## src/rtl/leaf_bft_packet_tx.sv

```systemverilog
// Leaf-side BFT packet transmitter.
// Packs a valid/ready payload stream into 49-bit BFT packets, keeps every
// un-acked packet in a replay ring, and retransmits the un-acked window
// (oldest first, original sequence numbers) on a resend request.
module leaf_bft_packet_tx #(
  parameter int PAYLOAD_W    = 32,
  parameter int ADDR_W       = 5,
  parameter int PORT_W       = 3,
  parameter int SEQ_W        = 8,
  parameter int REPLAY_DEPTH = 8
) (
  input  logic                                      clk,
  input  logic                                      reset,
  input  logic                                      ap_start,
  input  logic [PAYLOAD_W-1:0]                      s_data,
  input  logic [ADDR_W-1:0]                         s_dest_leaf,
  input  logic [PORT_W-1:0]                         s_dest_port,
  input  logic                                      s_valid,
  output logic                                      s_ready,
  input  logic                                      out_accept,
  output logic [ADDR_W+PORT_W+SEQ_W+PAYLOAD_W:0]    dout_leaf_interface2bft,
  input  logic                                      ack_valid,
  input  logic [SEQ_W-1:0]                          ack_seq,
  input  logic                                      resend,
  output logic [$clog2(REPLAY_DEPTH):0]             inflight
);

  localparam int PW = $clog2(REPLAY_DEPTH);
  localparam int EW = ADDR_W + PORT_W + SEQ_W + PAYLOAD_W;

  typedef enum logic {SEND, REPLAY} state_t;

  logic [EW-1:0]    r_ring [REPLAY_DEPTH];
  // Pointers carry one extra wrap bit so tail-head spans 0..REPLAY_DEPTH.
  logic [PW:0]      r_head;
  logic [PW:0]      r_tail;
  logic [PW:0]      r_send_ptr;
  logic [PW:0]      r_replay_end;
  logic [SEQ_W-1:0] r_next_seq;
  logic             r_pend;
  state_t           r_state;
  logic [EW:0]      r_dout;

  logic [PW:0]      w_inflight;
  logic             w_full;
  logic             w_accept;
  logic [SEQ_W-1:0] w_head_seq;
  logic [SEQ_W-1:0] w_off;
  logic [PW:0]      w_sent;
  logic             w_ack_ok;
  logic [PW:0]      w_head_new;
  logic [PW:0]      w_tail_new;
  logic             w_free;
  logic             w_rewind;
  logic [PW:0]      w_ptr_eff;
  logic             w_load;
  logic [EW-1:0]    w_new_entry;
  logic [EW-1:0]    w_load_entry;

  // Handshake, ack window, rewind and output-load decisions for this cycle.
  always_comb begin
    w_inflight  = r_tail - r_head;
    w_full      = (w_inflight == (PW+1)'(REPLAY_DEPTH));
    s_ready     = reset & ap_start & ~w_full & (r_state == SEND);
    w_accept    = s_valid & s_ready;
    // Ring entries carry consecutive seqs, so the head seq follows from next_seq.
    w_head_seq  = r_next_seq - SEQ_W'(w_inflight);
    w_off       = ack_seq - w_head_seq;
    w_sent      = r_send_ptr - r_head;
    w_ack_ok    = ack_valid & (w_off < SEQ_W'(w_sent));
    w_head_new  = w_ack_ok ? (r_head + w_off[PW:0] + (PW+1)'(1)) : r_head;
    w_tail_new  = r_tail + (PW+1)'(w_accept);
    w_free      = ~r_dout[EW] | out_accept;
    // A rewind waits for the held packet to be taken, then restarts at the post-ack head.
    w_rewind    = (resend | r_pend) & w_free;
    w_ptr_eff   = w_rewind ? w_head_new : r_send_ptr;
    w_load      = w_free & (w_ptr_eff != w_tail_new);
    w_new_entry = {s_dest_leaf, s_dest_port, r_next_seq, s_data};
    // Bypass lets a payload accepted this cycle load directly into the output register.
    w_load_entry = (w_ptr_eff == r_tail) ? w_new_entry : r_ring[w_ptr_eff[PW-1:0]];
    inflight                = w_inflight;
    dout_leaf_interface2bft = r_dout;
  end

  // Replay ring storage; contents are meaningless outside head..tail.
  always_ff @(posedge clk) begin
    if (w_accept) begin
      r_ring[r_tail[PW-1:0]] <= w_new_entry;
    end
  end

  // Pointers, output register and SEND/REPLAY state.
  always_ff @(posedge clk or negedge reset) begin
    if (!reset) begin
      r_head       <= '0;
      r_tail       <= '0;
      r_send_ptr   <= '0;
      r_replay_end <= '0;
      r_next_seq   <= '0;
      r_pend       <= 1'b0;
      r_state      <= SEND;
      r_dout       <= '0;
    end else begin
      r_head <= w_head_new;
      r_tail <= w_tail_new;
      if (w_accept) begin
        r_next_seq <= r_next_seq + SEQ_W'(1);
      end
      r_pend <= (resend | r_pend) & ~w_free;
      if (w_load) begin
        r_dout     <= {1'b1, w_load_entry};
        r_send_ptr <= w_ptr_eff + (PW+1)'(1);
      end else begin
        r_send_ptr <= w_ptr_eff;
        if (out_accept) begin
          r_dout[EW] <= 1'b0;
        end
      end
      case (r_state)
        SEND: begin
          if (resend) begin
            r_state      <= REPLAY;
            r_replay_end <= w_tail_new;
          end
        end
        REPLAY: begin
          if (resend) begin
            r_replay_end <= w_tail_new;
          end else if (!r_pend && (r_send_ptr == r_replay_end)) begin
            r_state <= SEND;
          end
        end
        default: r_state <= SEND;
      endcase
    end
  end

endmodule

```

## config.mk

```make
export PLATFORM = sky130hd
export DESIGN_NAME = leaf_bft_packet_tx
export DESIGN_NICKNAME = d
export VERILOG_FILES = /design/src/rtl/leaf_bft_packet_tx.sv
export SDC_FILE = /design/constraint.sdc
export NUM_CORES = 1
export LEC_CHECK = 0
export ABC_AREA = 0
export ABC_CLOCK_PERIOD_IN_PS = 11500
export BUFFER_PORTS_ARGS = -buffer_cell sky130_fd_sc_hd__buf_2
export CAP_MARGIN = 20
export CELL_PAD_IN_SITES_DETAIL_PLACEMENT = 0
export CELL_PAD_IN_SITES_GLOBAL_PLACEMENT = 1
export CORE_MARGIN = 3
export CORE_UTILIZATION = 25
export CTS_BUF_LIST = sky130_fd_sc_hd__clkbuf_4 sky130_fd_sc_hd__clkbuf_8
export DETAILED_ROUTE_END_ITERATION = 10
export GPL_TIMING_DRIVEN = 0
export PLACE_DENSITY = 0.42
export SLEW_MARGIN = 20
export SYNTH_ARGS = -nofsm -noshare
export SYNTH_HDL_FRONTEND = slang
export SYNTH_SLANG_ARGS = --single-unit
```

## constraint.sdc

```tcl
create_clock -name clk -period 11.5 [get_ports clk]
set_input_delay 2.3 -clock clk [delete_from_list [all_inputs] [get_ports clk]]
set_output_delay 2.3 -clock clk [all_outputs]
set_load 0.005 [all_outputs]
```

== Word level (Yosys, flattened, before mapping) ==
Memories as Yosys holds them, arrays and structs flattened.
Cells that the tools add are included.
W data, S select, Z words.
Storage, ports and cells
  register bits after elaboration: 75
  memories kept: 1
  output and inout bits: 54
  word-level logic and storage cells: 54
  input port bits: 55
  bits in writable memories: 384
Memory list
  r_ring: depth 8, bits a word 48, rd ports 1, clocked after Yosys merged registers in 0, write ports 1, RTL line 33  | logic [EW-1:0] r_ring [REPLAY_DEPTH];
Cells by class
  reduce and logical (&&, ||, !) cells: 3
  muxes and demuxes: 13
  $add $sub $neg: 9
  eq/ne operators: 4
  bitwise gates (word level): 14
  $lt $le $gt $ge: 1
Operator list (number)
  $mux W48: 1
  $mux W4: 4
  $add A4 B1 Y4 const B: 2
  $add A8 B1 Y8 const B: 1
  $and A1 B1 Y1: 8
  $eq A4 B4 Y1: 2
  $lt A8 B4 Y1: 1
  $sub A4 B4 Y4: 2
  $sub A8 B4 Y8: 1
  $sub A8 B8 Y8: 1
  $mux W1: 7
  $add A4 B1 Y4: 1
  $add A4 B4 Y4: 1
  $eq A4 B4 Y1 const B: 1
  $ne A4 B4 Y1: 1
  $not A1 Y1: 4
  $or A1 B1 Y1: 2
  $pmux W1 S2: 1
  $reduce_bool A2 Y1: 1
  $logic_and A1 B1 Y1: 1
  $logic_not A1 Y1: 1

== Longest topological paths before layout ==
  depth after elaboration: 10
  gate-level depth with buffers: 27
  mapped depth without buffers: 22

== Worst setup path after synthesis ==
Ideal clock, no wire load.
  kind: input-to-reg
  start point: input port reset
  end point: memory r_ring[6][0] in the netlist's numbering (enable)
  data arrival time: 6650 ps
  path slack: 4327 ps
  stages: 6
  path buffers: 1
  cells stage by stage: nand2_1 > nor3_1 > and2_1 > clkbuf_1 > nand2_1 > nor3b_1
On the way
  longest elaborated chain between the ends: 6
RTL lines
  start: declaration: RTL line 13  | input logic reset,
  $and A1 B1 Y1 (3 in a row): RTL line 64  | s_ready = reset & ap_start & ~w_full & (r_state == SEND);
  via s_ready: RTL line 19  | output logic s_ready,
  $and A1 B1 Y1: RTL line 65  | w_accept = s_valid & s_ready;
  via w_accept: RTL line 46  | logic w_accept;
  $mux W1: RTL line 87  | if (w_accept) begin
  $mux W1 (not written as such): RTL line 88  | r_ring[r_tail[PW-1:0]] <= w_new_entry;
  end: declaration: RTL line 33
The timed path passes the listed nets, and every way through them passes these cells.

== Final worst setup path ==
  start point: register r_tail[0]
  end point: register r_dout[28] (netlist: dout_leaf_interface2bft[28])
On the way
  longest elaborated chain between the ends: 9
  elaborated cells on any way between the ends: 20
  those cells by class: add/sub: 6; order compare: 1; eq/ne: 3; mux: 3; bitwise: 6; memory: 1
RTL lines
  start: declaration: RTL line 36  | logic [PW:0] r_tail;
  start signal: assignment: RTL line 105  | r_tail <= w_tail_new;
  $sub A4 B4 Y4: RTL line 62  | w_inflight = r_tail - r_head;
  $sub A8 B4 Y8 / $eq A4 B4 Y1 (equally long branches): RTL line 67, 63
  $sub A8 B8 Y8 / $not A1 Y1 (equally long branches): RTL line 68, 64
  $add A4 B4 Y4 (tied with other cells): RTL line 71  | w_head_new = w_ack_ok ? (r_head + w_off[PW:0] + (PW+1)'(1)) : r_head;
  $add A4 B1 Y4 (tied with other cells): RTL line 71
  $mux W4 / $and A1 B1 Y1 (equally long branches): RTL line 71, 65
  $mux W4 / $add A4 B1 Y4 (equally long branches): RTL line 76, 72
  $mem_v2 Z8 W48 (tied with other cells)
  $mux W48 / $and A1 B1 Y1 (equally long branches): RTL line 80, 77
  end signal: assignment: RTL line 111  | r_dout <= {1'b1, w_load_entry};
  end: declaration: RTL line 42  | logic [EW:0] r_dout;
Parallel ways exist; a longest one is shown, timed or not.
A chain may end at the register's enable or synchronous reset.

==> flow_metrics.py <==
metrics = {
    "outcome": {
        "status": "finished clean",
    },
    "setup_path": {
        "rrSetupSlack_ns": 4.24,
        "rr_worst_depth": 25,
        "endpoint_kind": "flip-flop",
        "r2r_start": "r_tail[0]$_DFF_PN0_",
        "crit_fanout": 10,
        "startpoint_type": "flip-flop",
        "r2r-end": "dout_leaf_interface2bft[28]$_DFFE_PN0P_",
        "critPathKind": "reg2reg",
        "cp.required_ns": 12.03,
        "worstPathArrival_ns": 7.79,
    },
    "hold_path": {
        "hold_end": "dout_leaf_interface2bft[30]$_DFFE_PN0P_",
        "min_from": "dout_leaf_interface2bft[30]$_DFFE_PN0P_",
        "hold_class": "reg2reg",
        "holdPathStages": 2,
    },
    "floorplan": {
        "dieArea_sq_um": 80600,
        "die_y_microns": 284,
        "io_pins": 109,
        "row_count": 101,
        "initial_core_util_pct": 25.3,
        "coreArea_sq_um": 76200,
        "chipWidth_microns": 284,
    },
    "clocking": {
        "h-tree-depth": 3,
        "cts_tree": "done",
        "cts_root_buf": "clkbuf_8",
        "clk-insertion-delay-late_ns": 0.67,
        "clkTransAtPathRegs_ns": 0.06,
        "clock_sinks": 459,
        "cts_made_buffers": 87,
        "ctsHoldBuffers": 0,
        "cts.repair.resized": 0,
        "cts_max_path_buffers": 3,
        "cts_setup_buffers": 0,
    },
    "pwr": {
        "p_leak_nw": 8.82,
        "pwr-share-seq_pct": 32.3,
        "pwr-share-comb_pct": 42.9,
        "clkPwrFrac_pct": 24.8,
        "p_sw_share_pct": 38.7,
        "p_switching_mw": 2.45,
        "p_int_mw": 3.88,
        "powerDensity_nw_per_um2": 269,
        "total_power_mw": 6.32,
        "vdd.ir_drop.worst_mv": 0.133,
    },
    "finish": {
        "syn2layout_area_growth_pct": 21.9,
        "finish.net_count": 1592,
        "drive_above_1_share_pct": 22.8,
        "utilization_pct": 30.9,
    },
    "job": {
        "maxCapViolations": 0,
    },
    "global_route": {
        "antenna_found_initial": 5,
        "grt.total_usage_pct": 14.8,
        "grt_overflow": 0,
        "grt_pass1_wl_mm": 86.5,
        "grt_max_degree": 51,
        "first_global_vias": 12100,
    },
    "drt": {
        "vias": 11600,
        "drtIter0Drc": 679,
        "drc": 0,
        "drt_wl_total_mm": 59.7,
        "wl_per_cell_microns": 22.9,
        "drt_pass1_iterations": 5,
        "vias_per_cell": 4.43,
        "ant_nets": 0,
    },
    "timing": {
        "min_period_over_period_pct": 63.1,
        "fin_worst_skew_ns": 0.0351,
        "finalHoldViolCount": 0,
        "worstMarginPinSlew_ns": 1.13,
        "slew-limit-headroom_pct": 24.3,
        "setup_viol": 0,
        "final.min_clock_period_ns": 7.26,
        "finalMaxSlewViolations": 0,
        "rsz0062_at_grt": "no",
        "max_freq_mhz": 138,
    },
    "logic_synthesis": {
        "ys_async_sr_fraction_pct": 16.3,
        "syn_avg_cell_area_sq_um": 15.5,
        "synth.top_cells.by_area": "edfxtp_1, mux2i_1, dfrtp_1",
        "yosysWarnings": 0,
        "netlist_area_sq_um": 19300,
        "synth_seq_cells": 459,
        "synth_cell_types": 56,
        "synth_edf_count": 384,
        "yosysMostFrequentCell": "edfxtp_1",
        "syn_nets": 1339,
        "netlist.area_leader.share_pct": 59.7,
        "synth_common_cells": "edfxtp_1, mux2i_1, o22a_1",
        "synthCells": 1250,
        "synth_flop_cell": "edfxtp_1",
        "yosysSeqAreaShare_pct": 69.4,
        "synth_area_leader_cell": "edfxtp_1",
    },
    "placed_design": {
        "numPortBuffers": 107,
        "place_congestion": 0.710,
        "hpwl_mm": 40.6,
    },
}
-- kinds of logic after synthesis --
kind of cell / Yosys count / synth area share [%]
AND/OR/NAND/NOR: 175 / 4.63
XOR/XNOR: 36 / 1.67
buffers and inverters: 101 / 2.59
adder cells (fa/ha/maj): 34 / 2.47
multiplexers: 196 / 10.2
AO/OA/AOI/OAI: 249 / 9.04
flip-flops: 459 / 69.4
-- power groups by stage --
stage | clock network (mW) | registers [mW] | logic (mW)
final | 1.57 | 2.04 | 2.71
after detailed placement | 0 | 2.08 | 2.76
after global placement | 0 | 2.08 | 2.76
after floorplan | 0 | 2.05 | 1.77
after global routing | 1.71 | 2.06 | 3.00
after CTS | 1.63 | 2.05 | 2.78
-- layout by cell type, fill, tap and decap left out, types with 5 or more instances in the layout --
cell type,count
a21o_1,5
a21oi_1,13
and3_1,51
buf_16,6
buf_2,116
buf_4,49
buf_6,24
clkbuf_1,35
clkbuf_4,28
clkbuf_8,94
clkinv_1,23
clkinv_2,13
dfrtp_1,75
diode_2,5
edfxtp_1,384
fa_1,7
ha_1,27
inv_1,30
mux2i_1,193
nand2_1,66
nand2b_1,6
nand4_1,5
nor2_1,12
nor3_1,7
o21ai_0,70
o21ai_1,36
o22a_1,97
xnor2_1,20
xor2_1,15
-- sequential cells by signal, summed over array words and instances (netlist names) --
signal,flops
r_ring,384
dout_leaf_interface2bft,49
r_next_seq,8
r_head,4
r_replay_end,4
r_send_ptr,4
r_tail,4
r_pend,1
r_state,1
-- cell type report --
type / count / area (sq um)
clock inverters: 41 / 214
inverters: 30 / 113
fillers: 7628 / 52700
multi-input cells: 690 / 5450
clock buffers: 121 / 1500
diodes: 5 / 12.5
plain buffers: 71 / 389
flip-flops and latches: 459 / 13400
well taps: 1030 / 1290
repair buffers: 164 / 1170
-- worst max-delay path: stages, from the launching register on --
cell and delay (ns):
dfrtp_1 0.34, clkbuf_1 0.42, inv_1 0.25, ha_1 0.25, inv_1 0.08, fa_1 0.18, xor2_1 0.31, inv_1 0.11
fa_1 0.52, inv_1 0.05, ha_1 0.35, o21ai_1 0.11, o21a_1 0.23, ha_1 0.21, nand4b_1 0.19, nor3_1 0.28
and3_1 0.21, clkbuf_1 0.28, a21oi_1 0.14, o21ai_1 0.49, nand2b_1 0.21, clkbuf_1 0.71, buf_1 0.72, o22a_1 0.20
and3_1 0.19, o21ai_1 0.08
-- how the worst max path moves through the flow --
stage | start | end | slack, ns | depth (start not counted)
3_5_place_dp | ack_seq[1] | dout_leaf_interface2bft[28]$_DFFE_PN0P_ | 3.66 | 19
4_1_cts | r_tail[0]$_DFF_PN0_ | dout_leaf_interface2bft[28]$_DFFE_PN0P_ | 4.09 | 25
5_1_grt | r_tail[0]$_DFF_PN0_ | dout_leaf_interface2bft[32]$_DFFE_PN0P_ | 3.64 | 25
2_1_floorplan | reset | r_ring[6][0]$_DFFE_PP_ | 4.33 | 6
6_report | r_tail[0]$_DFF_PN0_ | dout_leaf_interface2bft[28]$_DFFE_PN0P_ | 4.24 | 25
3_3_place_gp | reset | r_ring[4][45]$_DFFE_PP_ | -3.37 | 7
-- per-layer routing --
layer / vias to the layer above / wire length (microns) / global-route usage [%]
li1: 5358 / - / -
met1: 5854 / 27700 / 20.2
met2: 260 / 27900 / 23.8
met3: 93 / 2920 / 3.28
met4: 2 / 1120 / 3.67
met5: - / 13 / 0
-- metrics by stage --
stage,area (sq um),std cells,hold WS (ns),setup WS [ns],setup TNS (ns)
after global placement,21100,2387,0.463,-3.37,-737.48
after CTS,23500,2606,0.478,4.09,0
final,23500,2611,0.469,4.24,0
after floorplan,19300,1250,0.451,4.33,0
after detailed placement,21800,2444,0.465,3.66,0
after global routing,23500,2607,0.491,3.64,0
(Power assumes the default switching activity.)
